### src/rtl/deparser_conf_pkg.sv
// Shared definitions for the banked deparser rule configuration block:
// register regions, commit FSM states and the per-channel config record.
package deparser_conf_pkg;

    localparam int CONF_TYPE_NUM       = 4;
    localparam int CONF_TYPE_W         = 16;
    localparam int CONF_TYPE_OFF_W     = 8;
    localparam int CONF_KEY_NUM        = 8;
    localparam int CONF_KEY_OFF_W      = 6;
    localparam int CONF_HEAD_SHIFT_W   = 6;
    localparam int CONF_META_SHIFT_W   = 6;
    localparam int TYPE_IDX_W          = $clog2(CONF_TYPE_NUM);
    localparam int KEY_IDX_W           = $clog2(CONF_KEY_NUM);

    typedef enum logic [2:0] {
        REG_RULE       = 3'd0,
        REG_TYPE_DATA  = 3'd1,
        REG_TYPE_OFF   = 3'd2,
        REG_KEY_OFF    = 3'd3,
        REG_HEAD_SHIFT = 3'd4,
        REG_META_SHIFT = 3'd5,
        REG_COMMIT     = 3'd6,
        REG_STATUS     = 3'd7
    } region_e;

    typedef enum logic [1:0] {
        ST_IDLE = 2'd0,
        ST_PEND = 2'd1,
        ST_SWAP = 2'd2
    } commit_state_e;

    // key_offset carries its valid flag in the top bit
    typedef struct packed {
        logic [CONF_TYPE_NUM-1:0][CONF_TYPE_OFF_W-1:0] type_offset;
        logic [CONF_TYPE_NUM-1:0][CONF_TYPE_W-1:0]     type_data;
        logic [CONF_TYPE_NUM-1:0][CONF_TYPE_W-1:0]     type_mask;
        logic [CONF_KEY_NUM-1:0][CONF_KEY_OFF_W:0]     key_offset;
        logic [CONF_KEY_NUM-1:0][CONF_KEY_OFF_W-1:0]   key_merge_offset;
        logic [CONF_HEAD_SHIFT_W-1:0]                  head_shift;
        logic [CONF_META_SHIFT_W-1:0]                  meta_shift;
    } chan_conf_t;

    // Commit and status have no indexed fields, so any index is accepted there
    function automatic int field_count(region_e region, int rule_num);
        case (region)
            REG_RULE:                       return rule_num;
            REG_TYPE_DATA, REG_TYPE_OFF:    return CONF_TYPE_NUM;
            REG_KEY_OFF:                    return CONF_KEY_NUM;
            REG_HEAD_SHIFT, REG_META_SHIFT: return 1;
            default:                        return 64;
        endcase
    endfunction

endpackage

### src/rtl/rule_conf_bank.sv
// One channel's shadow/active configuration bank plus its commit FSM.
// Shadow is written freely; active only changes on the SWAP cycle.
module rule_conf_bank
    import deparser_conf_pkg::*;
(
    input  logic          i_clk,
    input  logic          i_rst,
    input  logic          i_wr_en,
    input  region_e       i_region,
    input  logic [5:0]    i_idx,
    input  logic [31:0]   i_wdata,
    input  logic          i_ch_idle,
    output chan_conf_t    o_active,
    output chan_conf_t    o_shadow,
    output commit_state_e o_state,
    output logic          o_commit_done
);

    chan_conf_t    shadow;
    commit_state_e state;
    commit_state_e state_next;
    logic          commit_req;
    logic [TYPE_IDX_W-1:0] ti;
    logic [KEY_IDX_W-1:0]  ki;
    logic          unused_idx;

    assign ti         = i_idx[TYPE_IDX_W-1:0];
    assign ki         = i_idx[KEY_IDX_W-1:0];
    assign unused_idx = ^i_idx[5:KEY_IDX_W];
    assign commit_req = i_wr_en && (i_region == REG_COMMIT);

    always_ff @(posedge i_clk) begin
        if (i_rst) begin
            shadow <= '0;
        end else if (i_wr_en) begin
            case (i_region)
                REG_TYPE_DATA: begin
                    shadow.type_data[ti] <= i_wdata[16 +: CONF_TYPE_W];
                    shadow.type_mask[ti] <= i_wdata[0 +: CONF_TYPE_W];
                end
                REG_TYPE_OFF:   shadow.type_offset[ti] <= i_wdata[0 +: CONF_TYPE_OFF_W];
                REG_KEY_OFF: begin
                    shadow.key_offset[ki]       <= {i_wdata[16], i_wdata[0 +: CONF_KEY_OFF_W]};
                    shadow.key_merge_offset[ki] <= i_wdata[8 +: CONF_KEY_OFF_W];
                end
                REG_HEAD_SHIFT: shadow.head_shift <= i_wdata[0 +: CONF_HEAD_SHIFT_W];
                REG_META_SHIFT: shadow.meta_shift <= i_wdata[0 +: CONF_META_SHIFT_W];
                default: ;
            endcase
        end
    end

    always_ff @(posedge i_clk) begin
        if (i_rst) begin
            state <= ST_IDLE;
        end else begin
            state <= state_next;
        end
    end

    // Commits arriving while PEND or SWAP fall through without effect
    always_comb begin
        state_next = state;
        case (state)
            ST_IDLE: if (commit_req) state_next = ST_PEND;
            ST_PEND: if (i_ch_idle)  state_next = ST_SWAP;
            ST_SWAP: state_next = ST_IDLE;
            default: state_next = ST_IDLE;
        endcase
    end

    // Copy takes the shadow as it stands during SWAP, including PEND-time writes
    always_ff @(posedge i_clk) begin
        if (i_rst) begin
            o_active      <= '0;
            o_commit_done <= 1'b0;
        end else begin
            o_commit_done <= (state == ST_SWAP);
            if (state == ST_SWAP) begin
                o_active <= shadow;
            end
        end
    end

    assign o_shadow = shadow;
    assign o_state  = state;

endmodule

### src/rtl/rule_conf_banked.sv
// Register front end for the banked rule configuration: decodes the bus,
// fans writes out to per-channel banks and serves readback and errors.
module rule_conf_banked
    import deparser_conf_pkg::*;
#(
    parameter int NUM_CH       = 4,
    parameter int RULE_NUM     = 64,
    parameter int TYPE_NUM     = CONF_TYPE_NUM,
    parameter int TYPE_W       = CONF_TYPE_W,
    parameter int TYPE_OFF_W   = CONF_TYPE_OFF_W,
    parameter int KEY_NUM      = CONF_KEY_NUM,
    parameter int KEY_OFF_W    = CONF_KEY_OFF_W,
    parameter int HEAD_SHIFT_W = CONF_HEAD_SHIFT_W,
    parameter int META_SHIFT_W = CONF_META_SHIFT_W
) (
    input  logic                                        i_clk,
    input  logic                                        i_rst,
    input  logic                                        i_rule_wren,
    input  logic [31:0]                                 i_rule_wdata,
    input  logic [31:0]                                 i_rule_addr,
    input  logic                                        i_rule_rden,
    output logic [31:0]                                 o_rule_rdata,
    output logic                                        o_rule_rvalid,
    input  logic [NUM_CH-1:0]                           i_ch_idle,
    output logic [NUM_CH-1:0]                           o_commit_done,
    output logic                                        o_err,
    output logic [NUM_CH-1:0][RULE_NUM-1:0]             o_rule_wren,
    output logic [NUM_CH-1:0]                           o_rule_valid,
    output logic [NUM_CH-1:0][TYPE_NUM-1:0][TYPE_OFF_W-1:0] o_type_offset,
    output logic [NUM_CH-1:0][TYPE_NUM-1:0][TYPE_W-1:0] o_type_data,
    output logic [NUM_CH-1:0][TYPE_NUM-1:0][TYPE_W-1:0] o_type_mask,
    output logic [NUM_CH-1:0][KEY_NUM-1:0][KEY_OFF_W:0] o_key_offset,
    output logic [NUM_CH-1:0][KEY_NUM-1:0][KEY_OFF_W-1:0] o_key_merge_offset,
    output logic [NUM_CH-1:0][HEAD_SHIFT_W-1:0]         o_head_shift,
    output logic [NUM_CH-1:0][META_SHIFT_W-1:0]         o_meta_shift
);

    logic [3:0]    addr_ch;
    region_e       addr_region;
    logic [5:0]    addr_idx;
    logic          acc_ok;
    logic          rule_wr;
    logic          unused_addr;
    logic [NUM_CH-1:0] bank_wr;
    chan_conf_t    active [NUM_CH];
    chan_conf_t    shadow [NUM_CH];
    commit_state_e state  [NUM_CH];
    chan_conf_t    sel_shadow;
    commit_state_e sel_state;
    logic [31:0]   rd_field;

    assign addr_ch     = i_rule_addr[27:24];
    assign addr_region = region_e'(i_rule_addr[10:8]);
    assign addr_idx    = i_rule_addr[5:0];
    assign unused_addr = ^{i_rule_addr[31:28], i_rule_addr[23:11], i_rule_addr[7:6]};
    assign acc_ok      = (int'(addr_ch) < NUM_CH)
                      && (int'(addr_idx) < field_count(addr_region, RULE_NUM));
    assign rule_wr     = i_rule_wren && acc_ok && (addr_region == REG_RULE);

    for (genvar c = 0; c < NUM_CH; c++) begin : g_bank
        assign bank_wr[c] = i_rule_wren && acc_ok && (int'(addr_ch) == c);

        rule_conf_bank u_bank (
            .i_clk         (i_clk),
            .i_rst         (i_rst),
            .i_wr_en       (bank_wr[c]),
            .i_region      (addr_region),
            .i_idx         (addr_idx),
            .i_wdata       (i_rule_wdata),
            .i_ch_idle     (i_ch_idle[c]),
            .o_active      (active[c]),
            .o_shadow      (shadow[c]),
            .o_state       (state[c]),
            .o_commit_done (o_commit_done[c])
        );

        assign o_type_offset[c]      = active[c].type_offset;
        assign o_type_data[c]        = active[c].type_data;
        assign o_type_mask[c]        = active[c].type_mask;
        assign o_key_offset[c]       = active[c].key_offset;
        assign o_key_merge_offset[c] = active[c].key_merge_offset;
        assign o_head_shift[c]       = active[c].head_shift;
        assign o_meta_shift[c]       = active[c].meta_shift;
    end

    // Readback view uses the layout a write to the same region would use
    always_comb begin
        sel_shadow = '0;
        sel_state  = ST_IDLE;
        for (int c = 0; c < NUM_CH; c++) begin
            if (int'(addr_ch) == c) begin
                sel_shadow = shadow[c];
                sel_state  = state[c];
            end
        end
        rd_field = '0;
        case (addr_region)
            REG_TYPE_DATA: begin
                rd_field[16 +: CONF_TYPE_W] = sel_shadow.type_data[addr_idx[TYPE_IDX_W-1:0]];
                rd_field[0 +: CONF_TYPE_W]  = sel_shadow.type_mask[addr_idx[TYPE_IDX_W-1:0]];
            end
            REG_TYPE_OFF:
                rd_field[0 +: CONF_TYPE_OFF_W] = sel_shadow.type_offset[addr_idx[TYPE_IDX_W-1:0]];
            REG_KEY_OFF: begin
                rd_field[16] = sel_shadow.key_offset[addr_idx[KEY_IDX_W-1:0]][CONF_KEY_OFF_W];
                rd_field[8 +: CONF_KEY_OFF_W] =
                    sel_shadow.key_merge_offset[addr_idx[KEY_IDX_W-1:0]];
                rd_field[0 +: CONF_KEY_OFF_W] =
                    sel_shadow.key_offset[addr_idx[KEY_IDX_W-1:0]][CONF_KEY_OFF_W-1:0];
            end
            REG_HEAD_SHIFT: rd_field[0 +: CONF_HEAD_SHIFT_W] = sel_shadow.head_shift;
            REG_META_SHIFT: rd_field[0 +: CONF_META_SHIFT_W] = sel_shadow.meta_shift;
            REG_STATUS: begin
                rd_field[1:0] = sel_state;
                rd_field[8]   = o_err;
            end
            default: ;
        endcase
    end

    // Any access to a bad channel or index is dropped and flagged sticky
    always_ff @(posedge i_clk) begin
        if (i_rst) begin
            o_rule_rdata  <= '0;
            o_rule_rvalid <= 1'b0;
            o_err         <= 1'b0;
            o_rule_wren   <= '0;
            o_rule_valid  <= '0;
        end else begin
            o_rule_rvalid <= i_rule_rden;
            o_rule_rdata  <= (i_rule_rden && acc_ok) ? rd_field : 32'd0;
            if ((i_rule_wren || i_rule_rden) && !acc_ok) begin
                o_err <= 1'b1;
            end else if (i_rule_wren && acc_ok && (addr_region == REG_STATUS)
                         && i_rule_wdata[0]) begin
                o_err <= 1'b0;
            end
            for (int c = 0; c < NUM_CH; c++) begin
                for (int r = 0; r < RULE_NUM; r++) begin
                    o_rule_wren[c][r] <= rule_wr && (int'(addr_ch) == c)
                                      && (int'(addr_idx) == r);
                end
                if (rule_wr && (int'(addr_ch) == c)) begin
                    o_rule_valid[c] <= i_rule_wdata[0];
                end
            end
        end
    end

endmodule

### config.mk
export PLATFORM = sky130hd
export DESIGN_NAME = rule_conf_banked
export DESIGN_NICKNAME = d
export VERILOG_FILES = /design/src/rtl/deparser_conf_pkg.sv /design/src/rtl/rule_conf_bank.sv /design/src/rtl/rule_conf_banked.sv
export SDC_FILE = /design/constraint.sdc
export NUM_CORES = 2
export LEC_CHECK = 0
export CORE_MARGIN = 4
export CORE_UTILIZATION = 30
export CTS_BUF_LIST = sky130_fd_sc_hd__clkbuf_2 sky130_fd_sc_hd__clkbuf_4 sky130_fd_sc_hd__clkbuf_8
export CTS_CLUSTER_DIAMETER = 40
export DETAILED_ROUTE_END_ITERATION = 16
export DONT_BUFFER_PORTS = 1
export RECOVER_POWER = 100
export SKIP_LAST_GASP = 1
export SYNTH_ARGS = -nofsm -noshare
export SYNTH_HDL_FRONTEND = slang
export SYNTH_SLANG_ARGS = --single-unit
### constraint.sdc
create_clock -name i_clk -period 4.14 [get_ports i_clk]
set_clock_uncertainty 0.05 [all_clocks]
set_input_delay 1.035 -clock i_clk [delete_from_list [all_inputs] [get_ports i_clk]]
set_output_delay 1.035 -clock i_clk [all_outputs]
set_load 0.1 [all_outputs]
Yosys cells after proc, flatten, opt, wreduce, memory -nomap -nowiden
Cells that the tools add are included.
{ "word_totals": {"ff_bits": 2514, "in_bits": 72, "output_inout_bits": 1402} }
{ "classes": {"magnitude_cmp": 6, "eq_ne": 89, "mux": 67, "n_bitwise": 2, "reduce_logical": 315} }
{ "op_table": {"columns": ["operator", "n"], "rows": [
  ["276-bit two-way mux", 4],
  ["64-bit bitwise mux", 8],
  ["1-bit logical AND", 277],
  ["56-bit bitwise mux", 4],
  ["48-bit bitwise mux", 4],
  ["6-bit == test, second input constant", 32],
  ["32-bit bitwise mux", 4],
  ["6-bit by 5-bit == test with 1-bit output, second input constant", 16],
  ["16-bit binary-select mux with 2-bit select", 2],
  ["6-bit by 4-bit == test with 1-bit output, second input constant", 8],
  ["16-bit two-way mux", 3],
  ["2-bit AND reduction", 24],
  ["16-bit demux with 2-bit select", 1],
  ["7-bit by 32-bit less-than comparator with 1-bit output", 1],
  ["6-bit by 3-bit == test with 1-bit output, second input constant", 4],
  ["2-bit two-way mux", 12],
  ["7-bit binary-select mux with 3-bit select", 1],
  ["7-bit demux with 3-bit select", 1],
  ["7-bit case mux with 3 select lines", 1],
  ["2-bit case mux with 2 select lines", 5],
  ["4-bit case mux with 5 select lines", 1],
  ["6-bit binary-select mux with 3-bit select", 1],
  ["6-bit demux with 3-bit select", 1],
  ["8-bit binary-select mux with 2-bit select", 1],
  ["other kinds (35)", 63]
]} }

Logic depth before layout (Yosys ltp)
{ "logic_depth": {"word_depth": 10, "mapped_depth": 14, "depth_no_buf": 9} }

Cells and area by module
From an unflattened synthesis, not the netlist that was laid out.
{ "unflattened": {"hier_cells": 10738, "area_unflattened_um2": 99120.1} }
{ "by_module_without_submodules": {"columns": ["module", "n_inst", "cells_per_inst", "area_each_um2", "seq_area_each_um2"], "rows": [
  ["rule_conf_bank (g_bank[0].u_bank ...)", 3, 2178, 20465.9, 11110.7],
  ["rule_conf_bank (g_bank[3].u_bank)", 1, 2182, 20458.4, 11110.7],
  ["rule_conf_banked", 1, 2022, 17264.1, 5885.6]
]} }

Worst setup path after synthesis
OpenSTA, ideal clock, no wires.
{ "synth_timing": {"path_kind": "input to register", "startpoint": "input i_rule_addr[9]", "endpoint": "register, netlist name g_bank[2].u_bank.o_shadow[148]", "setup_ns": 0.132, "arrival_time_ns": 3.602, "path_slack_ns": 0.356, "stages": 14, "path_buffers": 5, "path_cell_list": "clkbuf_1 > buf_1 > xor2_1 > nand2b_1 > ha_1 > a21o_1 > a2111oi_4 > o21a_1 > buf_4 > buf_2 > nand3_1 > clkbuf_1 > nand2_1 > a21oi_1"} }
{ "synth_between": {"elab_chain_cells": 8} }
{ "synth_rtl": {"columns": ["item", "line", "text"], "rows": [
  ["start: declaration", "rule_conf_banked.sv:20", "input logic [31:0] i_rule_addr,"],
  ["3-bit == test (tied with other cells)", "deparser_conf_pkg.sv:45", "case (region)"],
  ["2-bit OR reduction", "deparser_conf_pkg.sv:45", null],
  ["7-bit case mux with 3 select lines", "deparser_conf_pkg.sv:45", null],
  ["7-bit by 32-bit less-than comparator with 1-bit output", "rule_conf_banked.sv:57", "&& (int'(addr_idx) < field_count(addr_region, RULE_NUM));"],
  ["1-bit logical AND", "rule_conf_banked.sv:57", null],
  ["1-bit logical AND (2 in series)", "rule_conf_banked.sv:61", "assign bank_wr[c] = i_rule_wren && acc_ok && (int'(addr_ch) == c);"],
  ["2-bit AND reduction (no line) *", null, null]
]} }
Every way passes the cells marked *; elsewhere a longest branch is shown, timed or not.
A chain may end at the register's enable or synchronous reset.

Worst setup path after layout
{ "layout_timing": {"startpoint": "input i_rule_addr[24]", "endpoint": "register o_rule_rdata[2]"} }
{ "layout_between": {"elab_chain_cells": 8} }
{ "layout_rtl": {"columns": ["item", "line", "text"], "rows": [
  ["4-bit logical NOT", "rule_conf_banked.sv:91", "if (int'(addr_ch) == c) begin"],
  ["276-bit two-way mux (4 in series)", "rule_conf_banked.sv:91", null],
  ["7-bit binary-select mux with 3-bit select (tied with other cells)", "rule_conf_banked.sv:109", "sel_shadow.key_offset[addr_idx[KEY_IDX_W-1:0]][CONF_KEY_OFF_W-1:0];"],
  ["7-bit two-way mux (implied by the code) (tied with other cells)", "rule_conf_banked.sv:109", null],
  ["4-bit case mux with 5 select lines", "rule_conf_banked.sv:97", "case (addr_region)"],
  ["end signal: assignment", "rule_conf_banked.sv:131", "o_rule_rdata <= (i_rule_rden && acc_ok) ? rd_field : 32'd0;"],
  ["end: declaration", "rule_conf_banked.sv:22", "output logic [31:0] o_rule_rdata,"]
]} }
Several ways; a longest one is shown, not always the timed one. The select of a mux whose other input is x is not followed.

==> qor.csv <==
stage,metric,value,unit
run_status,outcome,"complete, but fails checks",
run_status,violations,"max-capacitance violations, max-slew violations, negative setup slack",
detailed_routing,wl_per_cell,35.8,um
detailed_routing,ant_nets,0,
sta,worst_slack,-0.0197,ns
placement,place_area,102000,um2
sta,max_freq,0.240,GHz
placement,dp_hpwl,427000,um
detailed_routing,viasPerCell,5.54,
final_layout,fin_util,35.9,%
detailed_routing,drt_pass1_iterations,7,
floorplan,core,312000,um2
final_layout,area_delta_synth_final,19.0,%
sta,drv_slew,760,
clock_tree,cts_buffers,457,
sta,finalCriticalPeriod,4.16,ns
global_route,overflow,0,
detailed_routing,vias,92800,
critical_path,crit_required,5.17,ns
synth,syn_area,94200,um2
global_route,first_global_vias,84500,
placement,portBuffers,0,
floorplan,die_height,568,um
floorplan,start_util,30.2,%
worst_hold_path,min-delay-path-class,input pin to register,
detailed_routing,first_iter_violations,12300,
placement,place_inst,15800,
global_route,grt_max_degree,273,
clock_tree,root_buffer,clkbuf_8,
final_layout,layoutNonFillerInstCount,16800,
final_layout,final_area,112000,um2
critical_path,worstPathArrival,5.18,ns
floorplan,fp.dieW,568,um
job,max_cap_viol_count,76,
clock_tree,clockBufferDepth,4,
synth,async_flop_share,0,%
floorplan,die_area,323000,um2
power_and_ir_drop,vdd.ir_drop.worst,0.000305,V
clock_tree,insertion_delay,1.19,ns
clock_tree,cts_tree,yes,
clock_tree,htreeDepth,5,
sta,tightest_slew,2.55,ns
synth,synth.ff_latch_count,2514,
floorplan,placementRows,205,
sta,fin_crit_sh,100,%
floorplan,ioPinCount,1474,
critical_path,worstSetupStartpointType,input pin,
global_route,antenna_found_initial,55,
global_route,grt_pass1_wl,778000,um
sta,rsz0062_at_grt,no,
detailed_routing,drc,0,
sta,finalHoldViolCount,0,
clock_tree,cts_resized,0,
final_layout,n_fill_cell,32700,
synth,synth_edf_count,0,
synth,synthCells,12000,
synth,synth.distinct_cells,71,
detailed_routing,routed_wl,600000,um
power_and_ir_drop,leakage,37.4,nW
sta,setup_viol_count_final,3,
clock_tree,post_cts_buffers,0,
power_and_ir_drop,power,53.5,mW
clock_tree,clkTransAtPathRegs,0.06,ns
critical_path,critical_path_class,input pin to register,
final_layout,finalNetCount,12300,
final_layout,drive_gt1_share,12.5,%
placement,gp_congestion,1.04,
global_route,grt.total_usage,35.2,%
synth,ys_seq_area_share,53.4,%
critical_path,crit_path_max_fanout,272,
synth,synth.avg_cell_area,7.85,um2
power_and_ir_drop,power_density,477,nW/um2
critical_path,end_kind,register,
sta,maxSlewHeadroom,-69.8,%
clock_tree,clkSinkCount,2514,
synth,synth_flop_cell,dfxtp_1,
synth,ys_warn_count,0,
placement,place_ws,0.0619,ns
synth,syn_nets,12100,
-- Yosys cell counts (all sizes together), types with 4 or more instances --
cell type  number  area [um2]
nor3           83         781
dfxtp        2514       50300
nand4          29         206
and4           17         149
o21ai         176         885
nand3          83         435
nand2b         16         100
mux4           43         968
o22ai          19         119
a2111oi         4        53.8
nor4           27         169
buf           220        1050
nor2b          27         169
or2             4        25.0
a211oi         34         255
a221oi        101         885
nor2          436        1640
nand2        4575       17200
inv            11        41.3
o221ai         13         114
mux2           32         360
mux2i         263        2630
a31oi          15        93.8
a21oi        2352       11800
o211ai          9        67.6
clkbuf        825        3100
and3            5        31.3
a22oi          21         158
o2111ai         4        35.0
-- cells in the final DEF, fill, tap and decap left out, types with 33 or more instances in the layout --
cell / Yosys / final
a211oi_1: 34 / 34
a21oi_1: 2352 / 2352
a221oi_1: 101 / 101
buf_12: 0 / 85
buf_4: 12 / 220
bufinv_16: 0 / 33
clkbuf_1: 825 / 193
clkbuf_2: 0 / 233
clkbuf_4: 0 / 107
clkbuf_8: 0 / 575
clkinv_2: 0 / 59
dfxtp_1: 2514 / 2514
diode_2: 0 / 39
dlygate4sd3_1: 0 / 38
mux2i_1: 263 / 263
mux4_2: 43 / 43
nand2_1: 4575 / 4571
nand3_1: 79 / 83
nor2_1: 436 / 427
o21ai_0: 175 / 174
-- metrics by stage --
| step | setup TNS (ns) | hold WS (ns) |
|---|---|---|
| floorplan | 0 | 0.390 |
| global placement | 0 | 0.396 |
| detailed placement | 0 | 0.397 |
| CTS | 0 | 0.000194 |
| global route | 0 | 0.0513 |
| finish | -0.0295 | 0.0742 |
-- worst max-delay path: stages --
cell and delay (ns):
nor4bb_1 0.53, clkbuf_1 0.62, clkbuf_2 0.83, a221oi_1 0.34, nor4_1 0.55, nand2_1 0.47, a31oi_1 0.28
-- cell families (layout without fill, tap and decap cells) --
family	count (synthesis)	in the layout	synth area share [%]
and+or+nand+nor	5318	5318	22.3
AOI/OAI and AO/OA	2779	2779	15.6
DFF	2514	2514	53.4
buffers and inverters	1056	1637	4.44
muxes	338	338	4.20
adders and majority gates	2	2	0.0266
xor gates and xnor gates	1	1	0.00930
other	0	39	0
-- path summary, 6_finish.rpt --
kind,startpoint,endpoint,slack [ns],cells past startpoint
max,i_rule_addr[24],o_rule_rdata[2],-0.02,7
min,i_rule_wren,o_err,0.07,2
max reg2reg,g_bank[0].u_bank.o_state[0],g_bank[0].u_bank.o_active[193],0.36,4
min reg2reg,g_bank[2].u_bank.o_shadow[119],g_bank[2].u_bank.o_active[119],0.37,2
-- routing by layer --
| metal | GRT usage [%] | vias to the layer above | wire length [um] |
|---|---|---|---|
| met2 | 57.6 | 6312 | 274000 |
| met5 | 0 | - | 89 |
| met1 | 34.2 | 44700 | 182000 |
| met3 | 13.7 | 1728 | 73600 |
| li1 | - | 40100 | - |
| met4 | 32.3 | 14 | 70200 |
-- final cells by class --
type                            instances  area, um2  share of cell area [%]
Clock inverter                        162       2010                    1.79
Inverter                               11       42.5                  0.0379
Sequential cell                      2514      50300                    44.9
Tap cell                             4140       5180                    4.62
Clock buffer                          681       8710                    7.76
Multi-Input combinational cell       8438      39900                    35.6
Antenna cell                           39       97.6                  0.0870
Timing Repair Buffer                  783       5920                    5.28
-- sequential cells by signal, summed over array words and instances (netlist names) --
name,flops
g_bank.u_bank.o_active,1104
g_bank.u_bank.o_commit_done,4
g_bank.u_bank.o_shadow,1104
g_bank.u_bank.o_state,8
o_err,1
o_rule_rdata,32
o_rule_rvalid,1
o_rule_valid,4
o_rule_wren,256
-- timing repair --
action / in CTS / in global routing
hold endpoints to repair: 692 / 5
setup endpoints to repair: 0 / 0
hold buffers: 64 / 4
-- report_power, final --
part,leakage (nW),internal (mW),switching (mW),total [mW]
Combinational,11.6,0.422,1.42,1.85
Clock,5.57,15.7,11.7,27.4
Sequential,20.2,24.2,0.00490,24.2
Total,37.4,40.3,13.2,53.5
No activity file was read; power rests on OpenSTA's default activity.
